File: src/rtl/patch_en_gen.sv
// -----------------------------------------------------------------------------
// patch_en_gen
//
// Per-lane enable generator for the convolution processor array. Every input
// beat carries N_PE new image columns; for each beat the block produces an
// N_PE-bit mask whose bit i is set when lane i's column completes a patch
// window, both horizontally and vertically, for the programmed patch size P and
// stride S. The mask is computed arithmetically (no lookup tables, no
// dividers), so any legal P/S/W/H combination works.
//
// A registered copy of the mask (p_en_rmu) trails p_en by one cycle and is held
// at zero once the RMU has reported done, until the next accepted start.
//
// Ports
//   clk, rst        : clock, synchronous active-high reset
//   start           : pulse, latch cfg_* and begin a frame (only honoured in IDLE)
//   cfg_patch_size  : patch size P
//   cfg_stride      : stride S
//   cfg_row_len     : columns per row W
//   cfg_num_rows    : rows per frame H
//   cycle_detect    : beat strobe, one beat = N_PE new columns
//   done            : RMU finished; sticky-gates p_en_rmu
//   p_en            : lane mask of the most recent beat (bit i = lane i)
//   p_en_valid      : one-cycle pulse, p_en holds a fresh beat's mask
//   p_en_rmu        : p_en delayed one cycle, forced to 0 after done
//   busy            : high while a frame is running (this is the FSM state)
//   frame_done      : one-cycle pulse together with the last mask of a frame
//   cfg_err         : set by a rejected start, cleared by an accepted start
//
// Handshake: there is no back-pressure. cycle_detect is a strobe that is
// consumed on every rising edge where it is high while busy; the matching
// p_en/p_en_valid appear exactly one cycle later, and consecutive strobes give
// consecutive masks at full rate.
// -----------------------------------------------------------------------------
module patch_en_gen #(
  parameter int N_PE = 8,
  parameter int PW   = 3,
  parameter int LW   = 10,
  parameter int RW   = 10
) (
  input  logic            clk,
  input  logic            rst,
  input  logic            start,
  input  logic [PW-1:0]   cfg_patch_size,
  input  logic [PW-1:0]   cfg_stride,
  input  logic [LW-1:0]   cfg_row_len,
  input  logic [RW-1:0]   cfg_num_rows,
  input  logic            cycle_detect,
  input  logic            done,
  output logic [N_PE-1:0] p_en,
  output logic            p_en_valid,
  output logic [N_PE-1:0] p_en_rmu,
  output logic            busy,
  output logic            frame_done,
  output logic            cfg_err
);

  // next_off must hold values up to (N_PE-1)+(2^PW-1) during the update walk.
  localparam int LOG_N = (N_PE > 1) ? $clog2(N_PE) : 1;
  localparam int NW    = ((PW > LOG_N) ? PW : LOG_N) + 1;
  localparam int CW    = LW + 1;

  localparam logic [0:0] S_IDLE = 1'b0;
  localparam logic [0:0] S_RUN  = 1'b1;

  // ---------------------------------------------------------------------------
  // State
  // ---------------------------------------------------------------------------
  logic [0:0]      state_q,      state_d;
  logic [PW-1:0]   p_q,          p_d;
  logic [PW-1:0]   s_q,          s_d;
  logic [LW-1:0]   w_q,          w_d;
  logic [RW-1:0]   h_q,          h_d;
  logic [CW-1:0]   col_base_q,   col_base_d;
  logic [RW-1:0]   row_q,        row_d;
  logic [NW-1:0]   next_off_q,   next_off_d;
  // Rows since the first window-complete row, modulo S. Zero marks an
  // on-stride row, which avoids computing (row-(P-1)) mod S directly.
  logic [PW-1:0]   vphase_q,     vphase_d;
  logic            done_seen_q,  done_seen_d;
  logic [N_PE-1:0] p_en_q,       p_en_d;
  logic            p_en_valid_q, p_en_valid_d;
  logic [N_PE-1:0] p_en_rmu_q,   p_en_rmu_d;
  logic            frame_done_q, frame_done_d;
  logic            cfg_err_q,    cfg_err_d;

  // ---------------------------------------------------------------------------
  // Combinational helpers
  // ---------------------------------------------------------------------------
  logic            cfg_legal;
  logic            row_active;
  logic            row_end;
  logic            frame_end;
  logic [N_PE-1:0] beat_mask;
  logic [NW-1:0]   walk_off;
  logic [NW-1:0]   next_off_adv;
  logic            lane_hit;
  logic            lane_in_row;

  always_comb begin
    cfg_legal = (cfg_patch_size != '0) &&
                (cfg_stride != '0) &&
                (cfg_stride <= cfg_patch_size) &&
                (32'(cfg_row_len)  >= 32'(cfg_patch_size)) &&
                (32'(cfg_num_rows) >= 32'(cfg_patch_size));
  end

  // Vertical gate: the row has a full patch above it and is on the row stride.
  always_comb begin
    row_active = (32'(row_q) >= (32'(p_q) - 32'd1)) && (vphase_q == '0);
    row_end    = (32'(col_base_q) + 32'(N_PE)) >= 32'(w_q);
    frame_end  = row_end && (32'(row_q) == (32'(h_q) - 32'd1));
  end

  // Horizontal walk: starting at next_off, every lane that equals the running
  // offset is a window-complete column, and the offset then steps by S. The
  // sequence is strictly increasing, so each hit is found at its own lane.
  // After the last lane the running offset is the first hit at or beyond the
  // beat, so subtracting N_PE gives the offset into the next beat. When
  // next_off already starts beyond the beat nothing hits and the same
  // subtraction applies, so both update cases share one expression.
  always_comb begin
    beat_mask   = '0;
    walk_off    = next_off_q;
    lane_hit    = 1'b0;
    lane_in_row = 1'b0;
    for (int i = 0; i < N_PE; i++) begin
      lane_hit     = (walk_off == NW'(i));
      lane_in_row  = (32'(col_base_q) + 32'(i)) < 32'(w_q);
      beat_mask[i] = row_active && lane_hit && lane_in_row;
      if (lane_hit) begin
        walk_off = walk_off + NW'(s_q);
      end
    end
    next_off_adv = walk_off - NW'(N_PE);
  end

  // ---------------------------------------------------------------------------
  // Next-state logic
  // ---------------------------------------------------------------------------
  always_comb begin
    state_d      = state_q;
    p_d          = p_q;
    s_d          = s_q;
    w_d          = w_q;
    h_d          = h_q;
    col_base_d   = col_base_q;
    row_d        = row_q;
    next_off_d   = next_off_q;
    vphase_d     = vphase_q;
    done_seen_d  = done_seen_q | done;
    p_en_d       = p_en_q;
    p_en_valid_d = 1'b0;
    frame_done_d = 1'b0;
    cfg_err_d    = cfg_err_q;
    // done_seen is registered, so the gate lands one cycle after done.
    p_en_rmu_d   = done_seen_q ? '0 : p_en_q;

    case (state_q)
      S_IDLE: begin
        // cycle_detect is ignored here, including in the start cycle.
        if (start) begin
          if (cfg_legal) begin
            p_d         = cfg_patch_size;
            s_d         = cfg_stride;
            w_d         = cfg_row_len;
            h_d         = cfg_num_rows;
            col_base_d  = '0;
            row_d       = '0;
            next_off_d  = NW'(cfg_patch_size) - NW'(1);
            vphase_d    = '0;
            // A done arriving in the start cycle still counts.
            done_seen_d = done;
            cfg_err_d   = 1'b0;
            state_d     = S_RUN;
          end else begin
            cfg_err_d   = 1'b1;
          end
        end
      end

      S_RUN: begin
        // start is ignored while running.
        if (cycle_detect) begin
          p_en_d       = beat_mask;
          p_en_valid_d = 1'b1;
          if (row_end) begin
            col_base_d = '0;
            next_off_d = NW'(p_q) - NW'(1);
            row_d      = row_q + RW'(1);
            // Phase only advances once rows have become window-complete.
            if (32'(row_q) >= (32'(p_q) - 32'd1)) begin
              vphase_d = ((vphase_q + PW'(1)) == s_q) ? '0 : (vphase_q + PW'(1));
            end else begin
              vphase_d = '0;
            end
            if (frame_end) begin
              frame_done_d = 1'b1;
              state_d      = S_IDLE;
            end
          end else begin
            col_base_d = col_base_q + CW'(N_PE);
            next_off_d = next_off_adv;
          end
        end
      end

      default: begin
        state_d = S_IDLE;
      end
    endcase
  end

  // ---------------------------------------------------------------------------
  // Registers
  // ---------------------------------------------------------------------------
  always_ff @(posedge clk) begin
    if (rst) begin
      state_q      <= S_IDLE;
      p_q          <= '0;
      s_q          <= '0;
      w_q          <= '0;
      h_q          <= '0;
      col_base_q   <= '0;
      row_q        <= '0;
      next_off_q   <= '0;
      vphase_q     <= '0;
      done_seen_q  <= 1'b0;
      p_en_q       <= '0;
      p_en_valid_q <= 1'b0;
      p_en_rmu_q   <= '0;
      frame_done_q <= 1'b0;
      cfg_err_q    <= 1'b0;
    end else begin
      state_q      <= state_d;
      p_q          <= p_d;
      s_q          <= s_d;
      w_q          <= w_d;
      h_q          <= h_d;
      col_base_q   <= col_base_d;
      row_q        <= row_d;
      next_off_q   <= next_off_d;
      vphase_q     <= vphase_d;
      done_seen_q  <= done_seen_d;
      p_en_q       <= p_en_d;
      p_en_valid_q <= p_en_valid_d;
      p_en_rmu_q   <= p_en_rmu_d;
      frame_done_q <= frame_done_d;
      cfg_err_q    <= cfg_err_d;
    end
  end

  assign p_en       = p_en_q;
  assign p_en_valid = p_en_valid_q;
  assign p_en_rmu   = p_en_rmu_q;
  assign busy       = (state_q == S_RUN);
  assign frame_done = frame_done_q;
  assign cfg_err    = cfg_err_q;

endmodule
File: config.mk
export PLATFORM = sky130hd
export DESIGN_NAME = patch_en_gen
export DESIGN_NICKNAME = d
export VERILOG_FILES = /design/src/rtl/patch_en_gen.sv
export SDC_FILE = /design/constraint.sdc
export NUM_CORES = 1
export LEC_CHECK = 0
export ABC_AREA = 1
export BUFFER_PORTS_ARGS = -buffer_cell sky130_fd_sc_hd__clkbuf_2
export CORE_UTILIZATION = 66
export CTS_CLUSTER_DIAMETER = 50
export DETAILED_ROUTE_END_ITERATION = 8
export GPL_TIMING_DRIVEN = 0
export PLACE_DENSITY = 0.91
export RECOVER_POWER = 100
export SYNTH_ARGS = -nofsm -noshare
export SYNTH_HDL_FRONTEND = slang
export SYNTH_SLANG_ARGS = --single-unit
File: constraint.sdc
create_clock -name clk -period 12.1 [get_ports clk]
set_clock_uncertainty 0.1 [all_clocks]
set_input_delay 1.21 -clock clk [delete_from_list [all_inputs] [get_ports clk]]
set_output_delay 1.21 -clock clk [all_outputs]
set_load 0.05 [all_outputs]
## Word-level counts from Yosys, hierarchy flattened

Index checks and enable logic that the tools add are counted.

| cells by class | value |
|---|---|
| equal/unequal tests | 13 |
| $lt $le $gt $ge | 13 |
| bitwise logic cells | 4 |
| $add $sub $neg | 24 |
| reductions and logical operators | 34 |
| multiplexer cells | 42 |

Operator list:

| kind | count |
|---|---|
| 12-bit by 10-bit < comparator with 1-bit output | 7 |
| 11-bit by 3-bit adder with 12-bit output (second input constant) | 4 |
| 4-bit two-way mux | 12 |
| 11-bit two-way mux | 4 |
| 10-bit two-way mux | 4 |
| 4-bit by 3-bit adder with 4-bit output | 8 |
| 10-bit by 32-bit equality test with 1-bit output | 1 |
| 10-bit by 32-bit greater-or-equal comparator with 1-bit output | 1 |
| 11-bit by 2-bit adder with 12-bit output (second input constant) | 2 |
| 1-bit logical AND | 22 |
| 11-bit one-hot mux with 2 select lines | 1 |
| 10-bit by 3-bit greater-or-equal comparator with 1-bit output | 2 |
| 10-bit one-hot mux with 2 select lines | 1 |
| 3-bit two-way mux | 6 |
| 4-bit by 3-bit equality test with 1-bit output (second input constant) | 4 |
| 11-bit by 1-bit adder with 12-bit output (second input constant) | 1 |
| 11-bit by 4-bit adder with 12-bit output (second input constant) | 1 |
| 12-bit by 10-bit greater-or-equal comparator with 1-bit output | 1 |
| 3-bit by 1-bit subtractor with 4-bit output (second input constant) | 3 |
| 11-bit by 4-bit adder with 11-bit output (second input constant) | 1 |
| 11-bit by 10-bit < comparator with 1-bit output | 1 |
| 1-bit two-way mux | 11 |
| 10-bit by 1-bit subtractor with 11-bit output (second input constant) | 1 |
| 10-bit by 1-bit adder with 10-bit output (second input constant) | 1 |
| other kinds (21) | 30 |

| word-level totals | value |
|---|---|
| bits in registers | 75 |
| bits of input ports | 31 |
| word-level logic and storage cells | 145 |
| output and inout port bits | 20 |

## Depth between registers and ports, before layout

| depth | value |
|---|---|
| depth in word-level cells | 20 |
| mapped depth | 46 |
| gate-level depth less buffers | 46 |

## Worst setup path before layout

Ideal clock, no wire load.

| timing | value |
|---|---|
| kind | flip-flop to flip-flop |
| start point | register s_q[0] |
| end point | register next_off_q[2] |
| library setup time | 0.123 ns |
| path slack | 5.335 ns |
| required time | 11.877 ns |
| stages on the path, launching flop included | 36 |
| path buffers | 0 |
| period minus slack after synthesis | 6.765 ns |
| data arrival time | 6.542 ns |
| cell sequence | dfxtp_1 > ha_1 > fa_1 > inv_1 > nor2_1 > a21oi_4 > fa_1 > inv_1 > nand3_2 > nand2_4 > inv_1 > fa_1 > nand3_2 > nand2_2 > fa_1 > nand3_2 > nand2_4 > fa_1 > inv_1 > nand3_2 > nand2_2 > inv_1 > fa_1 > nor2_2 > nand2_2 > nand2_4 > inv_1 > fa_1 > nand3_1 > nand2_2 > inv_1 > fa_1 > xnor2_1 > nand3_1 > nand2_1 > a21oi_2 |

| on the way | value |
|---|---|
| longest elaborated chain between the ends | 20 |
| elaborated cells between the ends (all ways) | 27 |
| those cells by class | 9 x add/sub; 7 x eq/ne; 11 x mux |

RTL lines:

| element | line | text |
|---|---|---|
| from (decl) | 71 | `logic [PW-1:0] s_q, s_d;` |
| from (signal assigned) | 221 | `s_q <= '0;` |
| from (signal assigned) | 237 | `s_q <= s_d;` |
| 4-bit by 3-bit adder with 4-bit output | 132 | `walk_off = walk_off + NW'(s_q);` |
| 4-bit two-way mux | 131 | `if (lane_hit) begin` |
| 4-bit by 3-bit adder with 4-bit output / 4-bit by 1-bit equality test with 1-bit output (equally long branches) | 132, 128 |  |
| 4-bit two-way mux | 131 |  |
| 4-bit by 3-bit adder with 4-bit output / 4-bit by 2-bit equality test with 1-bit output (equally long branches) | 132, 128 |  |
| 4-bit two-way mux | 131 |  |
| 4-bit by 3-bit adder with 4-bit output / 4-bit by 2-bit equality test with 1-bit output (equally long branches) | 132, 128 |  |
| 4-bit two-way mux | 131 |  |
| [4 not listed] | - |  |
| 4-bit by 3-bit adder with 4-bit output / 4-bit by 3-bit equality test with 1-bit output (equally long branches) | 132, 128 |  |
| 4-bit two-way mux | 131 |  |
| 4-bit by 3-bit adder with 4-bit output / 4-bit by 3-bit equality test with 1-bit output (equally long branches) | 132, 128 |  |
| 4-bit two-way mux (*) | 131 |  |
| 4-bit subtractor (*) | 135 | `next_off_adv = walk_off - NW'(N_PE);` |
| 4-bit two-way mux (*) | 187 | `if (row_end) begin` |
| 4-bit two-way mux (*) | 184 | `if (cycle_detect) begin` |
| 4-bit one-hot mux with 2 select lines (*) | 159 | `case (state_q)` |
| to (signal assigned) | 242 | `next_off_q <= next_off_d;` |
| to (decl) | 76 | `logic [NW-1:0] next_off_q, next_off_d;` |

Mark *: on every way between the ends. The rest lies on a longest branch, timed or not. The select of a mux whose other input is x is not followed.
A chain may end at the register's enable or synchronous reset.

## Worst setup path after layout

| timing | value |
|---|---|
| start point | register s_q[0] |
| end point | register next_off_q[3] |

Same word-level chain as after synthesis.

==> flow_summary.toml <==
[status]
run_status = "completed"

[floorplan]
io_pins = 51
floorplan.die_area_mm2 = 0.00923
row_count = 33
coreArea_mm2 = 0.00838
initial_core_util_pct = 69.7
horiz_die_dim_um = 96.1
die_h_um = 96.1

[timing]
timing.final.max_slew_violations = 0
hold-worst-slack_ps = 346
fmaxAchievable_mhz = 119
min_period_over_period_pct = 69.5
period_minus_slack_ps = 8410
setup_viol = 0
tightest_slew_ps = 1050
setup-tns-final_ps = 0
finalHoldViolCount = 0
grt_setup_unrepaired = "no"
worst_slew_margin_rel_pct = 29.3

[worst_hold_path]
min_from = "p_en[2]"
type_of_the_tightest_min_delay_check = "register to register"

[yosys]
ys_dominant_reg_cell = "sky130_fd_sc_hd__dfxtp_1"
synth.yosys.seq_area_share_pct = 24.7
netlist_instances = 786
post_synth_instance_area_mm2 = 0.00584
synth-async-reset-ratio_pct = 0
netlist-cell-type-count = 48
count_of_flip_flops_with_a_built_in_enable_after_synthesis = 0
synthesis.nets = 904
yosysWarningCount = 0
synth-seq-cells = 72
avgSynthCellArea_um2 = 7.43

[route]
drt_drc_violations_left = 0
routed_wl_um = 15500
route.detailed.vias_per_inst = 5.99
ant_nets = 0
first_pass_iters = 6
route.vias.total = 5733
post_drt_wl_per_cell_um = 16.2
violation_count_after_the_first_detailed_route_iteration = 423

[global_routing]
grt-ovfl-total = 0
grt_use_total_pct = 35.3
grt_pass1_wl_um = 24900
grt_pass1_vias = 5482
grt_start_max_net_pins = 14
initial_antenna_violation_count = 0

[setup_path]
critical_path.max_fanout = 10
critical-path-max-stage-delay_ps = 720
gate_family_responsible_for_the_most_delay_along_the_worst_path = "adder cells"
worstSetupPathType = "register to register"
worstPathBufferInverterCount = 7
setup.worst_path.end_class = "register"
start_kind = "register"
critical_path.slowest_cell = "sky130_fd_sc_hd__dfxtp_1"
worst-endpoint-arrival_ps = 8610
critical_path_source = "s_q[0]"
critPathRequiredTime_ps = 12300
worst_r2r_startpoint = "s_q[0]"

[clock_tree]
post_cts_buffers = 0
number_of_buffers_inserted_for_hold_repair_after_clock_tree_synthesis = 0
clock-sinks = 72
clock_latency_ps = 370
clk_root_buffer_cell = "sky130_fd_sc_hd__clkbuf_8"
ctsResizeCount = 0
numCtsBuffers = 9
htree_num_levels = 3
clkTransAtPathRegs_ps = 80
cts.path.max_buffers = 2
cts_tree = "built"

[cells_and_area]
proportion_of_layout_cells_with_a_drive_suffix_above_1_pct = 10.9
finish.cell_count_without_fillers = 957
antenna-diode-count = 0
final_nets = 965
area.sequential_mm2 = 0.00144
flow.area_growth_from_synthesis_pct = 8.40
fillers = 656
multi_input_comb_area_mm2 = 0.00377

[power]
ir_drop_mv = 0.0972
power.leakage_nw = 2.91
power_dens_cells_mw_per_mm2 = 156

[placement]
place_hpwl_um = 11800
place_congestion = 0.932
portBuffers = 50
dp.cells = 941

[job]
maxCapViolCount = 0
[Yosys cell counts (8+ instances only)]
| library cell | instances | share of area [%] |
|---|---|---|
| sky130_fd_sc_hd__a21oi_1 | 60 | 5.1 |
| sky130_fd_sc_hd__ha_1 | 79 | 17 |
| sky130_fd_sc_hd__fa_1 | 8 | 2.7 |
| sky130_fd_sc_hd__dfxtp_1 | 72 | 25 |
| sky130_fd_sc_hd__o21ai_0 | 46 | 3.9 |
| sky130_fd_sc_hd__nor3_1 | 18 | 1.5 |
| sky130_fd_sc_hd__nand4_1 | 10 | 1.1 |
| sky130_fd_sc_hd__inv_1 | 119 | 7.7 |
| sky130_fd_sc_hd__clkbuf_1 | 21 | 1.4 |
| sky130_fd_sc_hd__nor4_1 | 8 | 0.86 |
| sky130_fd_sc_hd__xnor2_1 | 14 | 2.1 |
| sky130_fd_sc_hd__a211oi_1 | 9 | 1.2 |
| sky130_fd_sc_hd__nand3_1 | 53 | 4.5 |
| sky130_fd_sc_hd__nand2_2 | 22 | 2.4 |
| sky130_fd_sc_hd__nand2_1 | 84 | 5.4 |
| sky130_fd_sc_hd__xor2_1 | 20 | 3.0 |
| sky130_fd_sc_hd__nor2_4 | 8 | 1.5 |
| sky130_fd_sc_hd__o21a_1 | 8 | 1.0 |
| sky130_fd_sc_hd__nor2_1 | 64 | 4.1 |
[cells in the final DEF (no fill, tap or decap), types with 4 or more instances in the layout]
cell	count
sky130_fd_sc_hd__inv_1	119
sky130_fd_sc_hd__nand2_1	88
sky130_fd_sc_hd__ha_1	79
sky130_fd_sc_hd__dfxtp_1	72
sky130_fd_sc_hd__nor2_1	67
sky130_fd_sc_hd__a21oi_1	61
sky130_fd_sc_hd__nand3_1	53
sky130_fd_sc_hd__o21ai_0	47
sky130_fd_sc_hd__clkbuf_1	44
sky130_fd_sc_hd__clkbuf_2	27
sky130_fd_sc_hd__nand2_2	20
sky130_fd_sc_hd__xor2_1	20
sky130_fd_sc_hd__nor3_1	18
sky130_fd_sc_hd__xnor2_1	14
sky130_fd_sc_hd__nand4_1	10
sky130_fd_sc_hd__clkbuf_8	10
sky130_fd_sc_hd__a211oi_1	9
sky130_fd_sc_hd__nor4_1	8
sky130_fd_sc_hd__o21a_1	8
sky130_fd_sc_hd__fa_1	8
sky130_fd_sc_hd__nand3_2	6
sky130_fd_sc_hd__nor2_4	5
sky130_fd_sc_hd__a21oi_2	5
sky130_fd_sc_hd__nor3b_1	5
sky130_fd_sc_hd__nor2_2	4
[area by class of cell]
class | count | share of cell area [%]
Buffer | 22 | 1.30
Clock buffer | 10 | 2.17
Clock inverter | 6 | 1.03
Inverter | 125 | 7.49
Multi-Input combinational cell | 567 | 59.6
Sequential cell | 72 | 22.8
Tap cell | 105 | 2.08
Timing Repair Buffer | 50 | 3.50
[kinds of logic (layout without fill, tap and decap cells)]
group | Yosys count | in the layout | share of synthesized area (%)
DFF | 72 | 72 | 24.7
buffers and inverters | 147 | 213 | 9.54
xor gates and xnor gates | 34 | 34 | 5.10
AOI/OAI and AO/OA | 152 | 152 | 15.5
and+or+nand+nor | 294 | 294 | 25.5
adders and majority gates | 87 | 87 | 19.7
[through the flow]
step	util [%]	power (mW)	worst slack, ps	area (um2)
2_1_floorplan	-	0.689	5340	5840
3_3_place_gp	74.2	0.764	4870	6220
3_5_place_dp	74.2	0.798	4560	6220
4_1_cts	76.6	1.00	4480	6420
5_1_grt	75.5	1.05	3200	6330
6_report	75.5	0.984	3690	6330
[worst paths after layout]
path / end / slack [ps] / depth (start not counted)
max: next_off_q[3] / 3690 / 41
min: p_en_rmu[2] / 350 / 2
max reg2reg: next_off_q[3] / 3690 / 41
min reg2reg: p_en_rmu[2] / 350 / 2
[sequential cells by signal, summed over array words and instances, names as in the netlist]
| name | flops |
|---|---|
| cfg_err | 1 |
| row_q | 10 |
| col_base_q | 8 |
| vphase_q | 3 |
| p_en_rmu | 8 |
| h_q | 10 |
| busy | 1 |
| s_q | 3 |
| next_off_q | 4 |
| p_en | 8 |
| p_en_valid | 1 |
| frame_done | 1 |
| done_seen_q | 1 |
| p_q | 3 |
| w_q | 10 |
[layer usage]
layer	up-vias	part of all wire (%)	global-route usage (%)
met5	-	0	0
met4	0	4.5	20.6
met3	70	8.1	6.87
met2	288	48	60.6
li1	2749	-	-
met1	2626	39	40.6
[worst register-to-register path: cells and delay by family (launching register included)]
kind,cells,cell delay (ps)
AOI/OAI and AO/OA,5,1140
and+or+nand+nor,18,2080
xor gates and xnor gates,2,440
buffers and inverters,7,560
adders and majority gates,9,3320
DFF,1,720
[where the power goes]
part           switching, mW  internal [mW]  total [mW]  leakage, nW
sequential            0.0170          0.250       0.267        0.586
combinational          0.341          0.172       0.513         2.22
clock                  0.103          0.102       0.205        0.103
(Power assumes the default switching activity.)
